<file path="src/rtl/pooled_spike_pkg.sv">
// Shared constants and types for the pooled delta spike encoder.
package pooled_spike_pkg;

  localparam int GRID_W = 26;
  localparam int GRID_H = 8;
  localparam int N_PIX  = GRID_W * GRID_H;
  localparam int ADDR_W = 8;

  localparam logic [ADDR_W-1:0] EOF_ADDR = 8'd255;
  localparam logic [ADDR_W-1:0] LAST_PIX = 8'(N_PIX - 1);

  typedef struct packed {
    logic [ADDR_W-1:0] addr;
    logic              pol;
  } spike_evt_t;

  typedef enum logic {
    PRIME = 1'b0,
    RUN   = 1'b1
  } enc_state_t;

endpackage

</file>
<file path="src/rtl/spike_event_fifo.sv">
// First-word-fall-through event FIFO with two ordered write slots per cycle.
// Slot 0 is written ahead of slot 1; a full FIFO accepts writes when a pop frees room.
module spike_event_fifo
  import pooled_spike_pkg::*;
#(
  parameter int DEPTH = 16
) (
  input  logic       clk,
  input  logic       rst_n,
  input  logic       push0,
  input  spike_evt_t din0,
  input  logic       push1,
  input  spike_evt_t din1,
  input  logic       rd_en,
  output logic       acc0,
  output logic       acc1,
  output spike_evt_t dout,
  output logic       empty
);

  localparam int AW = $clog2(DEPTH);

  spike_evt_t      mem [DEPTH];
  logic [AW:0]     wr_ptr;
  logic [AW:0]     rd_ptr;
  logic [AW:0]     count;
  logic [AW+1:0]   room;
  logic [AW-1:0]   wr_idx1;
  logic            pop;

  assign count   = wr_ptr - rd_ptr;
  assign empty   = (count == '0);
  assign pop     = rd_en && !empty;
  // Room counts the entry being popped this same cycle.
  assign room    = (AW+2)'(DEPTH) - {1'b0, count} + (AW+2)'(pop);
  assign acc0    = push0 && (room != '0);
  assign acc1    = push1 && (room >= (acc0 ? (AW+2)'(2) : (AW+2)'(1)));
  assign wr_idx1 = wr_ptr[AW-1:0] + AW'(acc0);
  assign dout    = empty ? '0 : mem[rd_ptr[AW-1:0]];

  always_ff @(posedge clk) begin
    if (acc0) mem[wr_ptr[AW-1:0]] <= din0;
    if (acc1) mem[wr_idx1]        <= din1;
  end

  always_ff @(posedge clk or negedge rst_n) begin
    if (!rst_n) begin
      wr_ptr <= '0;
      rd_ptr <= '0;
    end else begin
      wr_ptr <= wr_ptr + (AW+1)'(acc0) + (AW+1)'(acc1);
      if (pop) rd_ptr <= rd_ptr + (AW+1)'(1);
    end
  end

endmodule

</file>
<file path="src/rtl/pooled_delta_spike_encoder.sv">
// Temporal-contrast encoder: compares each pooled pixel with a stored reference and emits ON/OFF events.
// Build option SPIKE_EOF_MARKER_EN appends an end-of-frame marker (addr 255) after every RUN frame.
module pooled_delta_spike_encoder
  import pooled_spike_pkg::*;
#(
  parameter int THRESH     = 16,
  parameter int FIFO_DEPTH = 16
) (
  input  logic       clk,
  input  logic       rst_n,
  input  logic [7:0] pix_in,
  input  logic       pix_valid,
  input  logic       frame_start,
  output logic [7:0] spike_addr,
  output logic       spike_pol,
  output logic       spike_valid,
  input  logic       spike_ready,
  output logic       overflow,
  output logic       frame_err,
  output logic       state_dbg
);

  // Handshake: an event transfers on a rising clk edge where spike_valid && spike_ready;
  // while spike_valid && !spike_ready, spike_addr/spike_pol hold their value.

  enc_state_t        state;
  logic [7:0]        pix_cnt;
  logic [7:0]        cur_idx;
  logic [7:0]        ref_mem [N_PIX];
  logic [7:0]        ref_rd;
  logic signed [8:0] diff;
  logic              is_on;
  logic              is_off;

  logic              st_valid;
  logic              st_prime;
  logic              st_evt;
  logic              st_pol;
  logic [7:0]        st_addr;
  logic [7:0]        st_pix;

  logic              ref_we;
  logic              push0;
  logic              acc0;
  logic              acc1;
  logic              fifo_empty;
  spike_evt_t        din0;
  spike_evt_t        din1;
  spike_evt_t        fifo_dout;

  assign cur_idx = frame_start ? 8'd0 : pix_cnt;

  // Forward the pending reference write so a restarted frame never reads a stale entry.
  assign ref_rd = (ref_we && (st_addr == cur_idx)) ? st_pix : ref_mem[cur_idx];
  assign diff   = $signed({1'b0, pix_in}) - $signed({1'b0, ref_rd});
  assign is_on  = (diff >= $signed(9'(THRESH)));
  assign is_off = (diff <= -$signed(9'(THRESH)));

  // Dropped events leave the reference alone so the pixel fires again next frame.
  assign ref_we = st_valid && (st_prime || acc1);

  always_ff @(posedge clk) begin
    if (ref_we) ref_mem[st_addr] <= st_pix;
  end

  always_ff @(posedge clk or negedge rst_n) begin
    if (!rst_n) begin
      state     <= PRIME;
      pix_cnt   <= '0;
      st_valid  <= 1'b0;
      st_prime  <= 1'b0;
      st_evt    <= 1'b0;
      st_pol    <= 1'b0;
      st_addr   <= '0;
      st_pix    <= '0;
      overflow  <= 1'b0;
      frame_err <= 1'b0;
    end else begin
      st_valid <= pix_valid;
      st_prime <= (state == PRIME);
      st_evt   <= pix_valid && (state == RUN) && (is_on || is_off);
      st_pol   <= is_on;
      st_addr  <= cur_idx;
      st_pix   <= pix_in;

      if (frame_start && (pix_cnt != 8'd0)) frame_err <= 1'b1;

      if (pix_valid) begin
        pix_cnt <= (cur_idx == LAST_PIX) ? 8'd0 : cur_idx + 8'd1;
        if ((state == PRIME) && (cur_idx == LAST_PIX)) state <= RUN;
      end else if (frame_start) begin
        pix_cnt <= 8'd0;
      end

      if ((push0 && !acc0) || (st_evt && !acc1)) overflow <= 1'b1;
    end
  end

`ifdef SPIKE_EOF_MARKER_EN
  logic eof_pend;

  // Marker follows the event slot of the last pixel of a RUN frame by one cycle.
  always_ff @(posedge clk or negedge rst_n) begin
    if (!rst_n) eof_pend <= 1'b0;
    else        eof_pend <= st_valid && !st_prime && (st_addr == LAST_PIX);
  end

  assign push0 = eof_pend;
  assign din0  = '{addr: EOF_ADDR, pol: 1'b0};
`else
  assign push0 = 1'b0;
  assign din0  = '0;
`endif

  assign din1 = '{addr: st_addr, pol: st_pol};

  spike_event_fifo #(
    .DEPTH(FIFO_DEPTH)
  ) u_fifo (
    .clk   (clk),
    .rst_n (rst_n),
    .push0 (push0),
    .din0  (din0),
    .push1 (st_evt),
    .din1  (din1),
    .rd_en (spike_ready),
    .acc0  (acc0),
    .acc1  (acc1),
    .dout  (fifo_dout),
    .empty (fifo_empty)
  );

  assign spike_valid = !fifo_empty;
  assign spike_addr  = fifo_dout.addr;
  assign spike_pol   = fifo_dout.pol;
  assign state_dbg   = state;

endmodule

</file>
<file path="config.mk">
export PLATFORM = sky130hd
export DESIGN_NAME = pooled_delta_spike_encoder
export DESIGN_NICKNAME = d
export VERILOG_FILES = /design/src/rtl/pooled_spike_pkg.sv /design/src/rtl/spike_event_fifo.sv /design/src/rtl/pooled_delta_spike_encoder.sv
export SDC_FILE = /design/constraint.sdc
export NUM_CORES = 2
export LEC_CHECK = 0
export ABC_AREA = 1
export BUFFER_PORTS_ARGS = -buffer_cell sky130_fd_sc_hd__buf_2
export CORE_ASPECT_RATIO = 1.4
export CORE_UTILIZATION = 55
export CTS_BUF_LIST = sky130_fd_sc_hd__clkbuf_4
export DETAILED_ROUTE_END_ITERATION = 8
export PLACE_DENSITY_LB_ADDON = 0.2
export SYNTH_ARGS = -nofsm -noshare
export SYNTH_HDL_FRONTEND = slang
export SYNTH_SLANG_ARGS = --single-unit
</file>
<file path="constraint.sdc">
create_clock -name clk -period 5 [get_ports clk]
set_input_delay 1 -clock clk [delete_from_list [all_inputs] [get_ports clk]]
set_output_delay 1 -clock clk [all_outputs]
set_load 0.02 [all_outputs]
</file>
; Word-level counts from Yosys, hierarchy flattened
; Memories as Yosys holds them, arrays and structs flattened.
; Index checks and enable logic that the tools add are counted.
[totals]
register_bits = 41
mem_bits_rw = 1808
input_bits = 13
output_inout_bits = 13
wordCells = 52
mem_count = 2
[classes]
add_sub_neg = 7
n_lt_le_gt_ge = 3
eq_ne = 2
n_mux = 9
n_bitwise = 1
reduce_logical = 16
[mem_list]
columns = memory, depth, word_bits, rd, rd_clocked_by_memory_dff, wr, line
row1 = ref_mem, 208, 8, 1, 0, 1, pooled_delta_spike_encoder.sv:29  ; logic [7:0] ref_mem [N_PIX];
row2 = u_fifo.mem, 16, 9, 1, 0, 1, spike_event_fifo.sv:23  ; spike_evt_t mem [DEPTH];
[op_table]
columns = operator, count
row1 = $mux 8, 4
row2 = $ge 9x6->1 const B, 1
row3 = $le 9x5->1 const B, 1
row4 = $logic_and 1x1->1, 9
row5 = $mux 9, 1
row6 = $sub 8x8->9, 1
row7 = $add 8x1->8 const B, 1
row8 = $eq 8x8->1, 1
row9 = $eq 8x8->1 const B, 1
row10 = $reduce_bool 8->1, 1
row11 = $add 6x1->6, 1
row12 = $ge 6x1->1 const B, 1
row13 = $sub 5x5->6 const A, 1
row14 = $add 5x1->5, 1
row15 = $add 5x1->5 const B, 1
row16 = $logic_not 5->1, 1
row17 = $sub 5x5->5, 1
row18 = $mux 1, 4
row19 = $logic_not 1->1, 2
row20 = $logic_or 1x1->1, 2
row21 = $reduce_and 2->1, 1
row22 = $not 1->1, 1

; Depth between registers and ports, before layout
[logic_depth]
word_depth = 15
depth_mapped = 33
mapped_depth_nobuf = 32

; Cells and area by module
; A second synthesis with hierarchy kept.
[unflattened]
cells_unflattened = 6843
hier_area_um2 = 78181.2
[by_module_without_submodules]
columns = mod, n_inst, cells_each, area_each_um2, seq_area_each_um2
row1 = pooled_delta_spike_encoder, 1, 5877, 69394.1, 50743.7
row2 = spike_event_fifo, 1, 966, 8787.2, 4574.4

; Worst setup path after synthesis
; No wires, ideal clock.
[synth_path]
kind = reg2reg
startpoint = register u_fifo.rd_ptr[1]
endpoint = register st_evt
setup_time_ns = 0.077
arrival_ns = 4.599
required_ns = 4.923
slack_ns = 0.323
stages_incl_launch_ff = 32
path_buffers = 4
synth_period_minus_slack_ns = 4.677
cell_sequence = dfrtp_1 > clkbuf_1 > inv_1 > clkbuf_1 > clkbuf_1 > fa_1 > or2_1 > nand2_2 > inv_2 > nor2_2 > nand2_2 > nand3_1 > nand2_2 > nand2_1 > nand2_4 > a21boi_4 > buf_4 > nand3_1 > nand2_1 > ha_1 > inv_1 > fa_1 > nand3_1 > nand3_1 > nand2_1 > nand2_1 > a21oi_1 > xor2_1 > nor3_1 > nand2_1 > nand2_1 > a21oi_1
[synth_via]
elab_chain_cells = 15
word_cells_on_any_way = 17
cone_classes = 4 x add/sub / 3 x order compare / 1 x mux / 9 x reduce/logical
[synth_rtl]
columns = item, line
row1 = start: declaration, spike_event_fifo.sv:25  ; logic [AW:0] rd_ptr;
row2 = start signal: assignment, spike_event_fifo.sv:52  ; if (pop) rd_ptr <= rd_ptr + (AW+1)'(1);
row3 = $sub 5x5->5 *, spike_event_fifo.sv:31  ; assign count = wr_ptr - rd_ptr;
row4 = $logic_not 5->1 *, spike_event_fifo.sv:32  ; assign empty = (count == '0);
row5 = $logic_not 1->1 *, --
row6 = net spike_valid, pooled_delta_spike_encoder.sv:16  ; output logic spike_valid,
row7 = $logic_and 1x1->1 *, spike_event_fifo.sv:33  ; assign pop = rd_en && !empty;
row8 = $add 6x1->6 *, spike_event_fifo.sv:35  ; assign room = (AW+2)'(DEPTH) - {1'b0, count} + (AW+2)'(pop);
row9 = $ge 6x1->1 *, spike_event_fifo.sv:37  ; assign acc1 = push1 && (room >= (acc0 ? (AW+2)'(2) : (AW+2)'(1)));
row10 = $logic_and 1x1->1 *, spike_event_fifo.sv:37
row11 = $logic_or 1x1->1 *, pooled_delta_spike_encoder.sv:60  ; assign ref_we = st_valid && (st_prime || acc1);
row12 = $logic_and 1x1->1 *, pooled_delta_spike_encoder.sv:60
row13 = $logic_and 1x1->1 *, pooled_delta_spike_encoder.sv:54  ; assign ref_rd = (ref_we && (st_addr == cur_idx)) ? st_pix : ref_mem[cur_idx];
row14 = $mux 8 *, pooled_delta_spike_encoder.sv:54
row15 = $sub 8x8->9 *, pooled_delta_spike_encoder.sv:55  ; assign diff = $signed({1'b0, pix_in}) - $signed({1'b0, ref_rd});
row16 = $ge 9x6->1 / $le 9x5->1 (equally long branches), "pooled_delta_spike_encoder.sv:56, pooled_delta_spike_encoder.sv:57"
row17 = $logic_or 1x1->1 *, pooled_delta_spike_encoder.sv:81  ; st_evt <= pix_valid && (state == RUN) && (is_on || is_off);
row18 = $logic_and 1x1->1 *, pooled_delta_spike_encoder.sv:81
row19 = end signal: assignment, pooled_delta_spike_encoder.sv:81
row20 = end: declaration, pooled_delta_spike_encoder.sv:37  ; logic st_evt;
; The timed path passes the listed nets; every way through them passes the cells marked *.
; A chain may end at the register's enable or synchronous reset.

; Final worst setup path
[layout_path]
startpoint = register u_fifo.rd_ptr[0]
endpoint = output port spike_addr[0]
[layout_via]
elab_chain_cells = 3
word_cells_on_any_way = 4
cone_classes = 1 x add/sub / 1 x mux / 1 x reduce/logical / 1 x memory
[layout_rtl]
columns = item, line
row1 = $sub 5x5->5, spike_event_fifo.sv:31
row2 = $logic_not 5->1, spike_event_fifo.sv:32
row3 = $mux 9 *, spike_event_fifo.sv:39  ; assign dout = empty ? '0 : mem[rd_ptr[AW-1:0]];
row4 = end: declaration, pooled_delta_spike_encoder.sv:14  ; output logic [7:0] spike_addr,
; Every way passes the cells marked *; elsewhere a longest branch is shown, timed or not.

==> results.txt <==
----------------------------------------------------
[Power]
  Worst ir drop on vdd ... 362.4 µV
  Design internal power ... 24980 µW
  Areal power density over the cells ... 390.8 nW/µm²
  Combinational share of power ... 13.7%
  Fraction of power consumed by the clock network ... 35.5%
  Sequential power share ... 50.7%
  Pleak ... 0.03426 µW
  Sw Pwr ... 9308 µW
  Sw Ratio ... 27.15%

[Clocking]
  H-tree depth reported by CTS ... 5
  CTS sink cnt ... 1849
  Cell chosen for the clock root ... clkbuf_4
  Clock latency on the worst-skew pair ... 1.39 ns
  Number of CTS-inserted buffers ... 436
  Bufs on Longest Clock Path ... 4
  Clock tree from TritonCTS ... yes
  Post-CTS clock slew at the launch and capture registers of the worst setup and hold paths ... 0.08 ns

[STA]
  Worst slew pin tran ... 1.060 ns
  Setup TNS after final layout ... 0 ns
  Relative slew slack ... 29.15%
  Max Clock Freq ... 0.2097 GHz
  Count of endpoints failing hold in the final timing report ... 0
  Post-route clock period utilization ... 95.39%
  Worst hold slack across all endpoints ... 0.2120 ns
  Total count of max-transition violations in the final report ... 0
  Endpoints failing setup ... 0
  Maximum clock skew at final layout ... 0.08777 ns
  Min Clock Period, post-route ... 4.769 ns
  RSZ-0062 raised after global routing ... false

[Floorplanning]
  Ports placed on the boundary ... 26
  Overall die height ... 449.6 µm
  Floorplan die width ... 321.7 µm
  Die area ... 144600 µm²
  Placeable core region ... 141500 µm²
  Initial standard-cell utilization of the core ... 55.61%
  Cell row count ... 163

[Synthesis]
  Async S/R FF share, synth ... 2.217%
  Yosys synthesis warning count ... 0
  Top-area cell type share of the netlist area ... 68.98%
  Most instantiated cells after synthesis ... edfxtp_1, nand2_1, nand3_1
  Proportion of synthesized chip area in sequential cells ... 70.28%
  Dominant cell by count in the synthesized netlist ... edfxtp_1
  Number of different library cells in the post-synthesis netlist ... 43
  Primary flip-flop cell chosen by synthesis mapping ... edfxtp_1
  Mean cell area of the mapped netlist ... 11.10 µm²
  Syn Inst Count ... 7094
  Syn_nets ... 7126
  Post-Syn Area ... 78710 µm²
  Synth top area cells ... edfxtp_1, nand2_1, nand3_1, inv_1, nor2_1
  Number of synthesized register bits ... 1849
  Number of synthesized flops with an enable pin ... 1808
  Area leader, netlist ... edfxtp_1

[Place]
  Final GP Congestion ... 0.9073
  Buffers added on ports ... 25
  Total placed cells including tap cells ... 8841
  Post-DP HPWL ... 126200 µm
  Post-detailed-placement cell area ... 81960 µm²

[Cells and area]
  Post-layout instance area ... 87750 µm²
  Final non-filler cell total ... 9645
  Nets@finish ... 7426
  Area of all sequential standard cells ... 55350 µm²
  Fill cells ... 11330
  Synthesis-to-finish area growth ... 11.48%
  Area taken by multi-input logic gates ... 18630 µm²
  Fraction of layout instances using a drive strength above 1 ... 13.93%

[Detailed routing]
  Iteration-0 DRC count of the detailed router ... 5994
  Routed len/inst ... 21.76 µm
  Post-route ant nets ... 0
  Routed metal-1 wire length ... 76470 µm
  Total number of vias ... 54500
  Routed wire length on met3 ... 17990 µm
  Via density ... 5.651
  Pre-Repair DR Iteration Count ... 8
  Total length of routed wires ... 209900 µm
  Met2 wirelength from detailed routing ... 103500 µm
  Drt drc ... 0
  Uppermost metal layer occupied by signal nets ... met5

[Global route]
  Pin count of the biggest net entering global routing ... 171
  Wire length of the first global-routing pass ... 316300 µm
  Overall Global Routing Usage ... 29.18%
  Via count of the first global-routing pass ... 53840
  Number of antenna violations at the first check in global routing ... 8
  Remaining Overflow, GRT ... 0

[Setup path]
  Startpoint Class ... register
  Signal arrival time at the worst endpoint ... 3.77 ns
  Type of destination of the critical path ... primary output
  Maximum net fanout on the critical path ... 74
  Worst setup path category ... register to primary output
  Crit path required time ... 4.00 ns

[Worst hold path]
  Kind of path behind the tightest hold check ... primary input to register

[Outcome]
  Status ... finished, final reports clean

[Job]
  Max capacitance violation total ... 0

----------------------------------------------------
-- critical path: stages, from the launching register on --
cell and delay [ns]:
dfrtp_2 0.37, buf_6 0.47, clkinv_8 0.27, buf_12 0.26, a21oi_1 0.16, a22oi_1 0.09
o21ai_0 0.40, a311oi_2 0.09, buf_2 0.19
-- final timing paths --
kind                                                    from                            to  slack (ns)  cells after the start
worst max-delay path            u_fifo.rd_ptr[0]$_DFFE_PN0P_                 spike_addr[0]        0.23                      8
worst min-delay path                             frame_start          st_addr[7]$_DFF_PN0_        0.21                      3
worst max register to register    u_fifo.wr_ptr[0]$_DFF_PN0_              st_evt$_DFF_PN0_        0.55                     30
worst min register to register  u_fifo.rd_ptr[4]$_DFFE_PN0P_  u_fifo.rd_ptr[4]$_DFFE_PN0P_        0.49                      1
max in group asynchronous                              rst_n           st_pix[5]$_DFF_PN0_        4.18                      3
min in group asynchronous                              rst_n  u_fifo.rd_ptr[2]$_DFFE_PN0P_        0.25                      3
-- kinds of logic (layout without fill, tap and decap cells) --
| kind of cell | Yosys count | in the layout | synth area share, % |
|---|---|---|---|
| buffers and inverters | 1212 | 1854 | 6.152 |
| adder cells (fa/ha/maj) | 19 | 19 | 0.3211 |
| AO/OA/AOI/OAI | 447 | 447 | 3.599 |
| flip-flops | 1849 | 1849 | 70.28 |
| XOR/XNOR | 22 | 22 | 0.2448 |
| other | 0 | 12 | 0 |
| AND/OR/NAND/NOR | 3545 | 3545 | 19.40 |
-- layout by cell type, fill, tap and decap left out, types with 9 or more instances in the layout --
| cell type | instances |
|---|---|
| nor3_1 | 23 |
| a22oi_1 | 26 |
| buf_2 | 25 |
| nand2_1 | 1781 |
| o21ai_1 | 9 |
| clkinv_2 | 14 |
| nor2_1 | 367 |
| nor2_2 | 39 |
| dfrtp_1 | 31 |
| clkbuf_4 | 638 |
| nand3b_1 | 10 |
| nand2_4 | 12 |
| inv_1 | 771 |
| diode_2 | 12 |
| a32o_1 | 9 |
| buf_12 | 53 |
| clkinv_1 | 119 |
| buf_4 | 200 |
| o22ai_1 | 16 |
| o21ai_0 | 111 |
| xor2_1 | 19 |
| edfxtp_1 | 1808 |
| a21oi_1 | 99 |
| bufinv_16 | 9 |
| nand3_1 | 1250 |
| ha_1 | 17 |
| or2_2 | 42 |
| dlygate4sd3_1 | 11 |
| o211ai_1 | 161 |
-- registers in the layout (all words and copies together), names as in the netlist --
| name | count |
|---|---|
| state_dbg | 1 |
| u_fifo.mem | 144 |
| pix_cnt | 8 |
| ref_mem | 1664 |
| frame_err | 1 |
| st_pol | 1 |
| st_pix | 8 |
| st_valid | 1 |
| st_evt | 1 |
| u_fifo.wr_ptr | 5 |
| u_fifo.rd_ptr | 5 |
| overflow | 1 |
| st_addr | 8 |
| st_prime | 1 |
-- power groups by stage --
| stage | sequential (µW) | clock [µW] | combinational, µW |
|---|---|---|---|
| finish | 17400 | 12200 | 4710 |
| global route | 17400 | 13100 | 5170 |
| CTS | 17400 | 12400 | 4650 |
| detailed placement | 17700 | 0 | 4590 |
| global placement | 17700 | 0 | 4500 |
| floorplan | 17800 | 0 | 2970 |
-- layer usage --
layer | vias to the layer above | global-route usage [%]
met2 | 2666 | 48.32
met1 | 26130 | 35.54
met3 | 575 | 5.834
li1 | 25120 | -
met5 | - | 0
met4 | 10 | 16.85
-- area by class of cell --
cell class	count	share of cell area, %
Antenna cell	12	0.03422
Clock buffer	638	5.459
Clock inverter	142	0.9012
Inverter	784	3.382
Multi-Input combinational cell	4033	21.24
Sequential cell	1849	63.08
Tap cell	1897	2.705
Timing Repair Buffer	290	3.201
-- what timing repair did --
| item | in CTS | in global routing |
|---|---|---|
| endpoints found under the hold margin | 57 | 0 |
| pin swaps | 0 | 1 |
| setup endpoints to repair | 9 | 10 |
| resized for setup | 7 | 5 |
| setup buffers | 0 | 1 |
| hold buffers | 11 | 0 |
-- per-stage QoR --
stage	total power [µW]	worst slack [ns]	utilization, %
global route	35690	0.003995	61.99
finish	34290	0.2307	61.99
global placement	22220	0.1619	57.91
floorplan	20730	0.3231	-
CTS	34410	0.01689	61.95
detailed placement	22330	0.1721	57.91
Power figures use the tool's default switching activity.
